**src/rtl/text_write_ctrl_if.sv**
```systemverilog
// Text RAM write port shared by the write controller (master) and the RAM (slave).
// wr_en acts as a valid with an implied always-ready sink: the RAM takes wr_addr/wr_data on every clk where wr_en=1.
interface text_write_ctrl_if #(
  parameter int ADDR_W = 12
);
  logic [ADDR_W-1:0] wr_addr;
  logic [7:0]        wr_data;
  logic              wr_en;

  modport master (output wr_addr, output wr_data, output wr_en);
  modport slave  (input  wr_addr, input  wr_data, input  wr_en);
endinterface

```
**src/rtl/text_write_ctrl.sv**
```systemverilog
// Character-stream write controller for the 80x30 text RAM with a hardware cursor.
// Optional feature macro: CURSOR_ESC_EN enables the ESC,col,row absolute cursor sequence.
module text_write_ctrl #(
  parameter int         COLS   = 80,
  parameter int         ROWS   = 30,
  parameter int         ADDR_W = 12,
  parameter logic [7:0] BLANK  = 8'h20
) (
  input  logic                clk,
  input  logic                rst_n,
  input  logic [7:0]          spi_shift_reg,
  input  logic [2:0]          spi_done,
  text_write_ctrl_if.master   wr,
  output logic [6:0]          cursor_col,
  output logic [4:0]          cursor_row,
  output logic                busy,
  output logic                overflow,
  output logic [1:0]          fsm_state
);

  typedef enum logic [1:0] {
    IDLE    = 2'd0,
    CLEAR   = 2'd1
`ifdef CURSOR_ESC_EN
    ,
    ESC_COL = 2'd2,
    ESC_ROW = 2'd3
`endif
  } state_t;

  localparam logic [ADDR_W-1:0] COLS_A  = ADDR_W'(COLS);
  localparam logic [ADDR_W-1:0] LAST_A  = ADDR_W'(COLS * ROWS - 1);
  localparam logic [6:0]        COL_MAX = 7'(COLS - 1);
  localparam logic [4:0]        ROW_MAX = 5'(ROWS - 1);

  state_t            state, state_d;
  logic [7:0]        hold_data;
  logic              hold_vld;
  logic              new_byte;
  logic              consume;
  logic [ADDR_W-1:0] clr_addr, clr_addr_d;
  logic [ADDR_W-1:0] cur_addr;
  logic [ADDR_W-1:0] wr_addr_d;
  logic [7:0]        wr_data_d;
  logic              wr_en_d;
  logic              busy_d;
  logic [6:0]        col_d;
  logic [4:0]        row_d;
  logic [4:0]        row_inc;
  logic              unused_done0;

  // Only the rising edge seen in the synchronizer history marks a new byte.
  assign new_byte     = (spi_done[2:1] == 2'b01);
  assign unused_done0 = spi_done[0];
  assign cur_addr     = ADDR_W'(cursor_row) * COLS_A + ADDR_W'(cursor_col);
  assign row_inc      = (cursor_row == ROW_MAX) ? 5'd0 : cursor_row + 5'd1;
  assign fsm_state    = state;

  always_ff @(posedge clk or negedge rst_n) begin
    if (!rst_n) state <= IDLE;
    else        state <= state_d;
  end

  always_comb begin
    state_d    = state;
    col_d      = cursor_col;
    row_d      = cursor_row;
    clr_addr_d = clr_addr;
    wr_addr_d  = wr.wr_addr;
    wr_data_d  = wr.wr_data;
    wr_en_d    = 1'b0;
    busy_d     = 1'b0;
    consume    = 1'b0;
    case (state)
      IDLE: begin
        if (hold_vld) begin
          consume = 1'b1;
          case (hold_data)
            8'h0D: col_d = 7'd0;
            8'h0A: row_d = row_inc;
            8'h08: begin
              if (cursor_col != 7'd0) begin
                col_d     = cursor_col - 7'd1;
                wr_addr_d = cur_addr - ADDR_W'(1);
                wr_data_d = BLANK;
                wr_en_d   = 1'b1;
              end
            end
            8'h0C: begin
              state_d    = CLEAR;
              clr_addr_d = '0;
              wr_addr_d  = '0;
            end
`ifdef CURSOR_ESC_EN
            8'h1B: state_d = ESC_COL;
`endif
            default: begin
              wr_addr_d = cur_addr;
              wr_data_d = hold_data;
              wr_en_d   = 1'b1;
              if (cursor_col == COL_MAX) begin
                col_d = 7'd0;
                row_d = row_inc;
              end else begin
                col_d = cursor_col + 7'd1;
              end
            end
          endcase
        end
      end
      CLEAR: begin
        wr_en_d    = 1'b1;
        busy_d     = 1'b1;
        wr_addr_d  = clr_addr;
        wr_data_d  = BLANK;
        clr_addr_d = clr_addr + ADDR_W'(1);
        if (clr_addr == LAST_A) begin
          state_d = IDLE;
          col_d   = 7'd0;
          row_d   = 5'd0;
        end
      end
`ifdef CURSOR_ESC_EN
      ESC_COL: begin
        if (hold_vld) begin
          consume = 1'b1;
          col_d   = (hold_data > {1'b0, COL_MAX}) ? COL_MAX : hold_data[6:0];
          state_d = ESC_ROW;
        end
      end
      ESC_ROW: begin
        if (hold_vld) begin
          consume = 1'b1;
          row_d   = (hold_data > {3'b000, ROW_MAX}) ? ROW_MAX : hold_data[4:0];
          state_d = IDLE;
        end
      end
`endif
      default: state_d = IDLE;
    endcase
  end

  always_ff @(posedge clk or negedge rst_n) begin
    if (!rst_n) begin
      hold_data  <= 8'd0;
      hold_vld   <= 1'b0;
      overflow   <= 1'b0;
      clr_addr   <= '0;
      wr.wr_addr <= '0;
      wr.wr_data <= 8'd0;
      wr.wr_en   <= 1'b0;
      cursor_col <= 7'd0;
      cursor_row <= 5'd0;
      busy       <= 1'b0;
    end else begin
      // A consume on this edge frees the entry for a byte arriving on the same edge.
      if (new_byte) begin
        if (hold_vld && !consume) begin
          overflow <= 1'b1;
        end else begin
          hold_data <= spi_shift_reg;
          hold_vld  <= 1'b1;
        end
      end else if (consume) begin
        hold_vld <= 1'b0;
      end
      clr_addr   <= clr_addr_d;
      wr.wr_addr <= wr_addr_d;
      wr.wr_data <= wr_data_d;
      wr.wr_en   <= wr_en_d;
      cursor_col <= col_d;
      cursor_row <= row_d;
      busy       <= busy_d;
    end
  end

endmodule

```
**src/flat_wrapper.sv**
```systemverilog
// flat-port wrapper written by rule: the top's interface ports become plain ports
module text_write_ctrl_flat 
#(
  parameter int         COLS   = 80,
  parameter int         ROWS   = 30,
  parameter int         ADDR_W = 12,
  parameter logic [7:0] BLANK  = 8'h20
)
  (clk, rst_n, spi_shift_reg, spi_done, cursor_col, cursor_row, busy, overflow, fsm_state, wr_wr_addr, wr_wr_data, wr_wr_en);
  text_write_ctrl_if #(.ADDR_W(ADDR_W)) wr_i ();
  input  logic clk;
  input  logic rst_n;
  input  logic [7:0] spi_shift_reg;
  input  logic [2:0] spi_done;
  output logic [6:0] cursor_col;
  output logic [4:0] cursor_row;
  output logic busy;
  output logic overflow;
  output logic [1:0] fsm_state;
  output wire logic [$bits(wr_i.wr_addr)-1:0] wr_wr_addr;
  output wire logic [$bits(wr_i.wr_data)-1:0] wr_wr_data;
  output wire logic [$bits(wr_i.wr_en)-1:0] wr_wr_en;
  assign wr_wr_addr = wr_i.wr_addr;
  assign wr_wr_data = wr_i.wr_data;
  assign wr_wr_en = wr_i.wr_en;
  text_write_ctrl #(.COLS(COLS), .ROWS(ROWS), .ADDR_W(ADDR_W), .BLANK(BLANK)) u_core (.clk(clk), .rst_n(rst_n), .spi_shift_reg(spi_shift_reg), .spi_done(spi_done), .wr(wr_i), .cursor_col(cursor_col), .cursor_row(cursor_row), .busy(busy), .overflow(overflow), .fsm_state(fsm_state));
endmodule
```
**config.mk**
```make
export PLATFORM = sky130hd
export DESIGN_NAME = text_write_ctrl_flat
export DESIGN_NICKNAME = d
export VERILOG_FILES = /design/src/rtl/text_write_ctrl_if.sv /design/src/rtl/text_write_ctrl.sv /design/src/flat_wrapper.sv
export SDC_FILE = /design/constraint.sdc
export NUM_CORES = 1
export LEC_CHECK = 0
export BUFFER_PORTS_ARGS = -buffer_cell sky130_fd_sc_hd__buf_2
export CAP_MARGIN = 10
export CELL_PAD_IN_SITES_DETAIL_PLACEMENT = 0
export CELL_PAD_IN_SITES_GLOBAL_PLACEMENT = 1
export CORE_MARGIN = 5
export CORE_UTILIZATION = 40
export CTS_CLUSTER_SIZE = 40
export DETAILED_ROUTE_END_ITERATION = 8
export GPL_ROUTABILITY_DRIVEN = 0
export HOLD_SLACK_MARGIN = 0.06
export PLACE_DENSITY_LB_ADDON = 0.12
export SLEW_MARGIN = 5
export SYNTH_ARGS = -nofsm -noshare
export SYNTH_HDL_FRONTEND = slang
export SYNTH_SLANG_ARGS = --single-unit
export TNS_END_PERCENT = 5
```
**constraint.sdc**
```tcl
create_clock -name clk -period 3 [get_ports clk]
set_input_delay 0.15 -clock clk [delete_from_list [all_inputs] [get_ports clk]]
set_output_delay 0.15 -clock clk [all_outputs]
set_load 0.01 [all_outputs]
```
# Yosys cells after proc, flatten, opt, wreduce, memory -nomap -nowiden
# Cells that the tools add are included.
# classes
addsub,6
mul,1
n_eq_ne,19
muxes,37
bitwise,1
n_reduce_logical,19
# op_table
cell,n
$mux W12,4
$pmux W12 S2,2
$pmux W12 S3,1
$eq A8 B4 Y1 const B,4
$pmux W8 S2,2
$mux W7,4
$pmux W7 S3,1
$mux W5,4
$pmux W5 S2,2
$mux W8,2
$pmux W7 S2,1
$add A12 B1 Y12 const B,1
$add A12 B7 Y12,1
$eq A12 B12 Y1 const B,1
$ne A2 B2 Y1 const B,6
$sub A12 B1 Y12 const B,1
$reduce_and A5 Y1,2
$mul A5 B3 Y8 const B,1
$mux W1,8
$reduce_and A4 Y1,2
$add A7 B1 Y7 const B,1
$eq A7 B7 Y1 const B,1
$reduce_bool A7 Y1,1
$sub A7 B1 Y7 const B,1
other kinds (17),29
# word_totals
reg_bits,58
inputBits,13
out_inout_bits,37
word_cells,94

# Depth between registers and ports, before layout
# Gate-level depths: netlist (run 1).
# depth
ltp_word,7
ltp_mapped,10
ltp_nobuf,9

# Worst setup path before layout (run 1)
# OpenSTA, ideal clock, no wires.
# synth_timing
path_kind,register to register
from,reg u_core.cursor_row[3]
to,reg u_core.wr.wr_addr[11]
setup_time_ns,0.123
arrival_ns,2.845
t_required_ns,2.877
slack_ns,0.032
path_stages_with_launch,10
path_buffers,0
synth_period_minus_slack_ns,2.968
path_cell_list,dfrtp_1 ha_1 ha_1 fa_1 o211ai_1 or3_1 o31ai_1 nor3_1 or3_1 o221a_1
# synth_via
elab_chain_len,7
# synth_lines
element,line_no,text
start: declaration,text_write_ctrl.sv:15,"output logic [4:0] cursor_row,"
start signal: assignment,text_write_ctrl.sv:172,cursor_row <= row_d;
$mul A5 B3 Y8 *,text_write_ctrl.sv:55,assign cur_addr = ADDR_W'(cursor_row) * COLS_A + ADDR_W'(cursor_col);
$add A12 B7 Y12 *,text_write_ctrl.sv:55,
$sub A12 B1 Y12,text_write_ctrl.sv:84,wr_addr_d = cur_addr - ADDR_W'(1);
$mux W12,text_write_ctrl.sv:82,if (cursor_col != 7'd0) begin
$pmux W12 S3 *,text_write_ctrl.sv:78,case (hold_data)
$mux W12 *,text_write_ctrl.sv:76,if (hold_vld) begin
$pmux W12 S2 *,text_write_ctrl.sv:74,case (state)
end signal: assignment,text_write_ctrl.sv:168,wr.wr_addr <= wr_addr_d;
end: declaration,text_write_ctrl_if.sv:10,"modport master (output wr_addr, output wr_data, output wr_en);"
# Every way passes the cells marked *; elsewhere a longest branch is shown, timed or not. The select of a mux whose other input is x is not followed.
# A chain may end at the register's enable or synchronous reset.

# Final worst setup path (run 1)
# layout_timing
from,reg u_core.cursor_row[1]
to,reg u_core.wr.wr_addr[11]
# The elaborated chain is that of the path after synthesis.

==> summary.md, run 1 <==
| Metric | Value |
|---|---|
| NumNets Final | `512` |
| Synth top area share | `between 30% and 40%` |
| Core area | `9150 um^2` |
| Worst vdd ir | `0.000417 V` |
| Syn Area/Cell | `8.94 um^2` |
| Post-route ant nets | `0` |
| 1st-iter DRT viols | `147` |
| # DRC | `0` |
| Final setup fails | `0` |
| Hold Crit Class | `in2reg` |
| Int Power | `2.01 mW` |
| Antenna violations before repair | `0` |
| Antenna Cells | `0` |
| Clock power share | `25.7%` |
| Clock tree buffer depth | `2` |
| Synthesis Warnings | `0` |
| Hold path startpoint | `spi_done[2]` |
| Top-count cell post-synth | `dfrtp_1` |
| GRT Resource Usage Total | `between 10% and 20%` |
| FMAX | `351 MHz` |
| Clock Tree Root | `clkbuf_8` |
| Synth Register Bits | `57` |
| CP Capture Type | `flip-flop` |
| DR vias/cell | `~5.6` |
| Non-Filler Instances | `between 500 and 600` |
| Final core utilization | `49.2%` |
| CP required | `approximately 3200 ps` |
| Netlist Area Pre-Place | `3700 um^2` |
| CTS tree | `yes` |
| Synth area leaders | `dfrtp_1 (39%), ha_1 (5.4%), nand2_1 (4.9%)` |
| Pwr Density | `731 nW/um^2` |
| Congestion Overflow GR | `0` |
| Combinational Power Share | `about two fifths` |
| Via Count | `3319` |
| Post-synth top area cell | `dfrtp_1` |
| Dpl hpwl | `7090 um` |
| Initial cell density of the core | `40.5%` |
| Switching portion of total power | `38.8%` |
| First-pass GRT wire length | `16300 um` |
| Vias in the first global route | `around 3100` |
| Slew HR | `52.1%` |
| RSZ-0062 raised after global routing | `yes` |
| PortBufs | `47` |
| Area of the multi-input gates | `2150 um^2` |
| Most frequent cells after synthesis | `dfrtp_1 (57), nand2_1 (48), o21ai_0 (35)` |
| Dominant synthesized flop cell | `dfrtp_1` |
| Synth Net Count | `between 400 and 500` |
| Cts bufs inserted | `9` |
| Row Count | `35` |
| CTS Sinks | `57` |
| Ys async rst share | `100%` |
| Register clock-pin slew on the reported worst setup and hold paths | `70 ps` |
| Final hold vios | `0` |
| Die footprint | `approximately 11000 um^2` |
| Pin count of the biggest net entering global routing | `34` |
| Dpl cells | `571` |
| Wire per inst | `~16 um` |
| Switching Power | `1.28 mW` |
| R2R Path Start | `u_core.cursor_row[1]` |
| Die H | `about 110 um` |
| # fillers | `897` |
| Post-Route WL | `9730 um` |
| CTS H-tree lvls | `3` |
| Setup CP Type | `reg2reg` |
| Layout Skew | `14.1 ps` |
| FF+latch area | `roughly 1400 um^2` |
| Slew of the pin with the lowest slew margin | `715 ps` |
| Cells after Synth | `between 400 and 500` |
| Fin. max-slew vios | `0` |
| CP Launch Point | `u_core.cursor_row[1]` |
| Io pins | `50` |
| Post-synth cell types | `63` |
| Die Span X | `106 um` |
| Crit-path max FO | `3` |
| Flop pwr share | `35.0%` |
| Post-synth EDFFs | `0` |
| Area Growth Syn to Fin | `21.5%` |
| Max-cap viol count | `0` |
| CP Data Arrival Time | `between 3000 and 4000 ps` |
| Sequential-to-total area share from yosys stat | `38.5%` |
| Pleak | `2.14 nW` |
| Clk_lat worst skew | `340 ps` |
| Tcrit/Tclk final | `95.1%` |
| Layout cell share with drive strength beyond 1 | `22.8%` |
| Initial DRT Pass Iterations | `4` |
| Status | `completed` |
| Crit path launch type | `flip-flop` |
| Final Critical Period | `2850 ps` |
## power by group through the flow
stage               Sequential (mW)  Clock [mW]  Combinational (mW)
CTS                            1.15       0.865                1.30
detailed placement             1.17           0                1.28
global route                   1.19       0.912                1.45
global placement               1.16           0                1.27
finish                         1.15       0.846                1.29
floorplan                      1.18           0               0.792
## registers in the layout, indices dropped and copies added (netlist names)
register,cells
u_core.busy,1
u_core.clr_addr,12
u_core.cursor_col,7
u_core.cursor_row,5
u_core.fsm_state,1
u_core.hold_data,8
u_core.hold_vld,1
u_core.overflow,1
u_core.wr.wr_addr,12
u_core.wr.wr_data,8
u_core.wr.wr_en,1
## layout by cell type (no fill, tap or decap), types with 4 or more instances in the layout
cell           instances
nor2_1                31
a22o_1                 4
and2_1                 5
mux2i_1                8
clkbuf_8              11
nand3_1               17
ha_1                  16
o31ai_1                8
dfrtp_1               57
buf_2                 47
xor2_1                 5
xnor2_1                7
nand4_1                4
nand2_1               48
nor3_1                12
a211oi_1               7
buf_4                 22
nand2b_1               5
nor2b_1                5
inv_1                 15
a21oi_1               19
and3_1                 7
o21ai_0               34
mux2_2                10
dlygate4sd3_1         10
## cell type report
class / instances / area share [%]
multi-input combinational: 319 / 47.7
sequential: 57 / 31.7
timing repair buffer: 79 / 11.1
clock buffer: 12 / 3.45
tap: 111 / 3.09
clock inverter: 4 / 1.64
inverter: 15 / 1.25
## routing by layer
metal  GRT usage [%]  wire length [um]  vias to the layer above  share of wire (%)
li1                -                 -                     1644                  -
met1            24.3              4590                     1602                 47
met2            29.5              4640                       65                 48
met3            4.01               402                        8                4.1
met4            4.26                89                        0               0.91
met5               0                 0                        -                  0
## cells by family (layout without fill, tap and decap cells)
logic type	Yosys count	in the layout	share of synthesized area (%)
compound gates	116	116	21.6
simple gates	153	153	20.2
mux	18	18	5.20
other cells	1	1	0.101
buf+inv	38	110	4.39
flops	57	57	38.5
fa+ha+maj	18	18	6.49
xor+xnor	13	13	3.45
## per-stage QoR
stage          TNS [ps]  setup slack (ps)  cell area [um^2]  hold slack, ps  power (mW)
2_1_floorplan         0              32.1              3700            -146        1.97
3_3_place_gp          0              90.6              4140             194        2.43
3_5_place_dp          0              70.8              4140             190        2.45
4_1_cts               0              48.1              4470            81.1        3.32
5_1_grt           -23.7             -23.7              4500            95.1        3.55
6_report              0               147              4500            92.5        3.29
## worst max-delay path, stage by stage (launching register included)
cell and delay [ps]:
dfrtp_1 380, ha_1 320, ha_1 220, fa_1 510, o211ai_1 140, or3_4 360
o31ai_2 230, nor3_1 70, or3_1 310, o221a_1 200
## worst paths after layout
path | endpoint | slack [ps] | cells past startpoint
setup / recovery | u_core.wr.wr_addr[11] | 150 | 9
hold / removal | u_core.hold_vld | 90 | 3
setup reg to reg | u_core.wr.wr_addr[11] | 150 | 9
hold reg to reg | u_core.wr.wr_addr[5] | 470 | 2
max in group asynchronous | u_core.wr.wr_data[2] | 1790 | 3
min in group asynchronous | u_core.cursor_row[2] | 350 | 2
## timing repair
| action | CTS | global route |
|---|---|---|
| endpoints found under the setup margin | 0 | 3 |
| gates resized for setup | 0 | 6 |
| hold buffers | 10 | 0 |
| hold endpoints to repair | 33 | 0 |
| buffers inserted | 0 | 0 |
(Power assumes the default switching activity.)
==> run 2, diff against run 1 <==
--- a/config.mk
+++ b/config.mk
@@ -16,6 +16,7 @@
 export GPL_ROUTABILITY_DRIVEN = 0
 export HOLD_SLACK_MARGIN = 0.06
 export PLACE_DENSITY_LB_ADDON = 0.12
+export REMOVE_ABC_BUFFERS = 1
 export SLEW_MARGIN = 5
 export SYNTH_ARGS = -nofsm -noshare
 export SYNTH_HDL_FRONTEND = slang
==> run 2 against run 1 <==
Clock skew decreased by 5.6 ps. Cell count increased by 0.67%. Power decreased by 3.6%. Clock-buffer cell count decreased by 1. Via count increased by 2.8%. Critical path type unchanged.
==> summary.md, run 2 (same netlist as run 1, synthesis figures left out) <==
| Metric | Value |
|---|---|
| Most frequent cells in the layout | `dfrtp_1 (57), nand2_1 (48), buf_2 (47)` |
| CP required | `3240 ps (+20 ps)` |
| Flop pwr share | `36.2% (+1.2 points)` |
| Crit path buf inv count | `0 (unchanged)` |
| Max-cap viol count | `0 (unchanged)` |
| GRT Resource Usage Total | `18.9% (+0.87 points)` |
| Slowest cell on the critical path | `fa_1` |
| Pleak | `2.14 nW (-0.33%)` |
| Area Growth Syn to Fin | `21.8%` |
| Clock power share | `22.6% (-3.1 points)` |
| Final Critical Period | `2870 ps (+19.1 ps)` |
| Die footprint | `11300 um^2 (unchanged)` |
| Final core utilization | `49.3% (+0.11 points)` |
| Tcrit/Tclk final | `95.7% (+0.64 points)` |
| Crit path depth | `9 (unchanged)` |
| Core area | `9150 um^2 (unchanged)` |
| Switching Power | `1.28 mW (+0.18%)` |
| Slew HR | `41.7% (-10 points)` |
| Dpl hpwl | `7190 um (+1.4%)` |
| Pin count of the biggest net entering global routing | `37 (+8.8%)` |
| Top Registers | `u_core.clr_addr: 12 flops, u_core.wr.wr_addr: 12 flops` |
| Post-place instance area | `4160 um^2 (+0.36%)` |
| Worst R2R Setup Slack | `130 ps (-20 ps)` |
| # DRC | `0 (unchanged)` |
| First-pass GRT wire length | `17100 um (+5.1%)` |
| Die Span X | `106 um (unchanged)` |
| Cts bufs inserted | `9 (unchanged)` |
| Clk_lat worst skew | `350 ps (about the same)` |
| Antenna Cells | `0 (unchanged)` |
| Post-Route WL | `9920 um (+1.9%)` |
| CTS Sinks | `57 (unchanged)` |
| NumNets Final | `516 (+0.78%)` |
| Pwr Density | `703 nW/um^2 (-3.8%)` |
| DR vias/cell | `5.68 (+2.1%)` |
| FF+latch area | `1430 um^2 (unchanged)` |
| Slew of the pin with the lowest slew margin | `874 ps (+159 ps)` |
| PnR Total Power | `3.17 mW (-3.6%)` |
| CTS tree | `yes` |
| Register clock-pin slew on the reported worst setup and hold paths | `70 ps (about the same)` |
| Io pins | `50 (unchanged)` |
| Layout Skew | `8.42 ps (-5.65 ps)` |
| Die H | `106 um (unchanged)` |
| PortBufs | `47 (unchanged)` |
| Hold Crit Depth | `3 (unchanged)` |
| Finished Cell Area | `4510 um^2 (+0.22%)` |
| Combinational Power Share | `41.2% (+1.9 points)` |
| CP Data Arrival Time | `3110 ps (+30 ps)` |
| # fillers | `874 (-2.6%)` |
| 1st-iter DRT viols | `135 (-8.2%)` |
| Antenna violations before repair | `0 (unchanged)` |
| Max stage delay on crit path | `530 ps (+20 ps)` |
| CP Cell Sequence | `ha_4 -> ha_1 -> fa_1 -> o211ai_1 -> or3_4 -> o31ai_4 -> nor3_1 -> or3_1 -> o221a_1` |
| Post-route ant nets | `0 (unchanged)` |
| Switching portion of total power | `40.4% (+1.5 points)` |
| Crit path capture | `u_core.wr.wr_addr[11]` |
| Layout cell share with drive strength beyond 1 | `23.5% (+0.63 points)` |
| CTS H-tree lvls | `3 (unchanged)` |
| Via Count | `3412 (+2.8%)` |
| Setup CP Type | `reg2reg` |
| Reg2Reg Depth | `9 (unchanged)` |
| Final hold vios | `0 (unchanged)` |
| Area of the multi-input gates | `2170 um^2 (+0.99%)` |
| Vias in the first global route | `3433 (+9.5%)` |
| CP Capture Type | `flip-flop` |
| Crit-path max FO | `3 (unchanged)` |
| Crit path launch type | `flip-flop` |
| Row Count | `35 (unchanged)` |
| Kind of cell adding the most delay to the critical path | `adder cells` |
| Clock tree buffer depth | `2 (unchanged)` |
| Wire per inst | `16.5 um (+1.2%)` |
| Fin. max-slew vios | `0 (unchanged)` |
| Hold Crit Class | `in2reg` |
| Status | `completed` |
| Final setup fails | `0 (unchanged)` |
| FMAX | `348 MHz (-0.67%)` |
| Congestion Overflow GR | `0 (unchanged)` |
| Worst vdd ir | `0.000293 V (-30%)` |
| R2R Path Start | `u_core.cursor_row[1]` |
| Int Power | `1.89 mW (-6.0%)` |
| Initial cell density of the core | `40.5% (unchanged)` |
| Total negative slack | `0 ps (unchanged)` |
| Initial DRT Pass Iterations | `4 (unchanged)` |
| FF-to-FF End | `u_core.wr.wr_addr[11]` |
| Clock Tree Root | `clkbuf_8` |
| Minimum hold slack | `91.7 ps (-0.848 ps)` |
| CP Launch Point | `u_core.cursor_row[1]` |
| Most common cell after layout, fill and taps aside | `dfrtp_1` |
-- run 2: worst reg2reg max path, cell delays in order (launching register included) --
cell	delay, ps
dfrtp_1	410
ha_4	250
ha_1	220
fa_1	530
o211ai_1	140
or3_4	380
o31ai_4	260
nor3_1	70
or3_1	300
o221a_1	200
-- run 2: metrics by stage --
step,worst slack (ps),instances
after floorplan,32.1,391
after global placement,96.0,573
after detailed placement,27.8,573
after CTS,11.4,599
after global routing,-18.6,601
final,128,601
-- run 2: power groups by stage --
stage / Combinational, mW / Clock [mW] / Sequential (mW)
3_3_place_gp: 1.28 / 0 / 1.16
2_1_floorplan: 0.705 / 0 / 1.23
3_5_place_dp: 1.30 / 0 / 1.16
4_1_cts: 1.31 / 0.742 / 1.15
6_report: 1.31 / 0.717 / 1.15
5_1_grt: 1.49 / 0.776 / 1.19
-- run 2: how the worst min path moves through the flow --
stage / startpoint / to / slack [ps]
3_5_place_dp: rst_n / u_core.cursor_row[2] / 320
4_1_cts: spi_done[2] / u_core.hold_vld / 80
3_3_place_gp: rst_n / u_core.cursor_row[2] / 310
2_1_floorplan: rst_n / u_core.busy / -150
6_report: spi_done[2] / u_core.hold_vld / 90
5_1_grt: spi_done[2] / u_core.hold_vld / 100
-- run 2: repair_timing --
item / CTS / global route
endpoints found under the setup margin: 0 / 3
resized for setup: 0 / 8
endpoints found under the hold margin: 44 / 0
hold buffers: 10 / 0
buffers inserted: 0 / 2
-- run 2: per-layer routing --
metal,GRT usage (%),part of all wire (%),vias up
li1,-,-,1654
met3,3.95,4.7,19
met4,7.22,2.5,0
met5,0,0,-
met1,24.8,46,1650
met2,30.5,47,89
-- run 2: layout make-up --
type,instances,area share [%]
tap,111,3.08
sequential,57,31.6
timing repair buffer,83,11.8
clock inverter,5,1.25
inverter,15,1.25
clock buffer,11,2.91
multi-input combinational,319,48.1
==> run 3, diff against run 2 <==
--- a/config.mk
+++ b/config.mk
@@ -9,8 +9,9 @@
 export CAP_MARGIN = 10
 export CELL_PAD_IN_SITES_DETAIL_PLACEMENT = 0
 export CELL_PAD_IN_SITES_GLOBAL_PLACEMENT = 1
+export CORE_ASPECT_RATIO = 2
 export CORE_MARGIN = 5
-export CORE_UTILIZATION = 40
+export CORE_UTILIZATION = 44
 export CTS_CLUSTER_SIZE = 40
 export DETAILED_ROUTE_END_ITERATION = 8
 export GPL_ROUTABILITY_DRIVEN = 0
==> constraint.sdc (replaced) <==
create_clock -name clk -period 3.2 [get_ports clk]
set_input_delay 0.16 -clock clk [delete_from_list [all_inputs] [get_ports clk]]
set_output_delay 0.16 -clock clk [all_outputs]
set_load 0.01 [all_outputs]
==> run 3 against run 2 <==
Non-clock buffer count fell by 7. First-iteration DRC count fell by 37%. Via count fell by 1.3%. Combinational power fell by 5%. Worst setup slack improved by 67 ps. Clock skew fell by 3.1 ps. Sequential power fell by 7%. Register-to-register slack improved by 70 ps.
==> summary.md, run 3 (same netlist as run 1, synthesis figures left out) <==
| Metric | Value |
|---|---|
| NumNets Final | `509 (-1.4%)` |
| DR vias/cell | `5.80 (+2.1%)` |
| CP Data Arrival Time | `3200 ps (+90 ps)` |
| Cts bufs inserted | `9 (unchanged)` |
| Io pins | `50 (unchanged)` |
| Grt peak-use layer | `met2` |
| Clk_lat worst skew | `330 ps (-20 ps)` |
| CTS Sinks | `57 (unchanged)` |
| CTS H-tree lvls | `3 (unchanged)` |
| Fin. max-slew vios | `0 (unchanged)` |
| Initial DRT Pass Iterations | `5 (+1)` |
| Slew of the pin with the lowest slew margin | `750 ps (-124 ps)` |
| First-pass GRT wire length | `17200 um (+0.40%)` |
| Die H | `140 um (+32%)` |
| Most common cell after layout, fill and taps aside | `dfrtp_1` |
| GR Util met1 | `22.5% (-2.3 points)` |
| Crit-path max FO | `5 (+2)` |
| Die Span X | `74.9 um (-30%)` |
| Antenna violations before repair | `0 (unchanged)` |
| Layout Skew | `5.34 ps (-3.08 ps)` |
| Pwr Density | `735 nW/um^2 (+4.5%)` |
| Die footprint | `10500 um^2 (-7.3%)` |
| CTS tree | `yes` |
| Post-Route WL | `10300 um (+3.7%)` |
| Antenna Cells | `0 (unchanged)` |
| Post-route ant nets | `0 (unchanged)` |
| Area Growth Syn to Fin | `22.3%` |
| # DRC | `0 (unchanged)` |
| Met3 usage | `4.55% (+0.60 points)` |
| Total negative slack | `0 ps (unchanged)` |
| Final Critical Period | `3000 ps (+133 ps)` |
| Core area | `8230 um^2 (-10%)` |
| Pleak | `2.17 nW (+1.5%)` |
| Most frequent cells in the layout | `dfrtp_1 (57), nand2_1 (48), buf_2 (47)` |
| Non-Filler Instances | `581 (-3.3%)` |
| Status | `completed` |
| Max-cap viol count | `0 (unchanged)` |
| Final hold vios | `0 (unchanged)` |
| RSZ-0062 raised after global routing | `no` |
| Congestion Overflow GR | `0 (unchanged)` |
| Setup CP Type | `reg2reg` |
| FMAX | `333 MHz (-4.4%)` |
| CP Capture Type | `flip-flop` |
| Met2 usage | `37.8% (+7.4 points)` |
| Clock Tree Root | `clkbuf_16` |
| Clock tree buffer depth | `2 (unchanged)` |
| 1st-iter DRT viols | `85 (-37%)` |
| Slew HR | `49.6% (+7.9 points)` |
| Via Count | `3368 (-1.3%)` |
| Final setup fails | `0 (unchanged)` |
| Worst vdd ir | `0.000462 V (+58%)` |
| Crit path launch type | `flip-flop` |
| PortBufs | `47 (unchanged)` |
| GRT Resource Usage Total | `21.5% (+2.6 points)` |
| Pin count of the biggest net entering global routing | `30 (-19%)` |
| Initial cell density of the core | `45.0% (+4.5 points)` |
| Vias in the first global route | `3512 (+2.3%)` |
| Dpl hpwl | `7780 um (+8.1%)` |
| Hold Crit Class | `in2reg` |
| Top Registers | `u_core.clr_addr: 12 flops, u_core.wr.wr_addr: 12 flops` |
| Register clock-pin slew on the reported worst setup and hold paths | `50 ps (-20 ps)` |
| Dpl cells | `557 (-2.8%)` |
| Wire per inst | `17.7 um (+7.3%)` |
| Layout cell share with drive strength beyond 1 | `22.2% (-1.3 points)` |
| Post-CTS Setup Inserts | `0 (unchanged)` |
| Tcrit/Tclk final | `93.9% (-1.8 points)` |
| CP required | `3400 ps (+160 ps)` |
| Row Count | `47 (+34%)` |
==> run 3: cell count changes in the layout (fill, tap and decap cells not counted), moves of 2 or more <==
cell / previous run / this run
buf_4: 26 / 21
clkbuf_8: 9 / 4
clkinv_2: 2 / 0
clkbuf_1: 2 / 0
dlygate4sd3_1: 10 / 8
clkbuf_16: 0 / 9
==> run 3: worst paths after layout <==
check	start	end	slack (ps)	cells after the start
worst max register to register	u_core.cursor_row[1]	u_core.wr.wr_addr[9]	200	9
worst max-delay path	u_core.cursor_row[1]	u_core.wr.wr_addr[9]	200	9
max in group asynchronous	rst_n	u_core.clr_addr[1]	1940	3
worst min-delay path	spi_done[1]	u_core.hold_vld	70	3
min in group asynchronous	rst_n	u_core.wr.wr_addr[11]	420	2
worst min register to register	u_core.wr.wr_addr[9]	u_core.wr.wr_addr[9]	470	2
==> run 3: layer usage <==
layer	share of wire [%]	wire, um
met1	37	3820
met3	3.8	392
met4	3.9	400
met5	0	0
met2	55	5670
==> run 3: cell type report <==
cell class              count  area, um^2
fillers                   808        3700
repair buffers             76         473
clock inverters             3        46.3
flip-flops and latches     57        1430
inverters                  15        56.3
multi-input cells         319        2120
well taps                  98         123
clock buffers              13         280
==> run 3: stage by stage <==
stage / power, mW / hold WS, ps / util, % / area [um^2] / worst slack [ps]
floorplan: 1.82 / -136 / - / 3600 / 232
global placement: 2.31 / 227 / 50.0 / 4120 / 199
detailed placement: 2.33 / 241 / 50.0 / 4120 / 158
CTS: 3.37 / 63.8 / 55.0 / 4520 / 137
global route: 3.57 / 77.9 / 55.0 / 4530 / 37.2
finish: 3.33 / 72.2 / 55.0 / 4530 / 195
==> run 3: critical path, cell delays in order (launching register included) <==
cell	delay, ps
dfrtp_1	370
ha_1	320
ha_1	220
fa_1	570
o211ai_1	160
or3_1	380
and2_1	210
xnor2_1	130
a221oi_1	390
o31ai_1	120
==> run 3: repair_timing <==
item                                   CTS  global route
endpoints found under the hold margin   35             0
gates resized for setup                  0             1
hold buffers                             8             0
setup endpoints to repair                0             1
==> run 3: where the power goes <==
| group | internal [mW] | switching [mW] | total, mW |
|---|---|---|---|
| logic | 0.512 | 0.729 | 1.24 |
| registers | 0.896 | 0.178 | 1.07 |
| clock network | 0.687 | 0.325 | 1.01 |
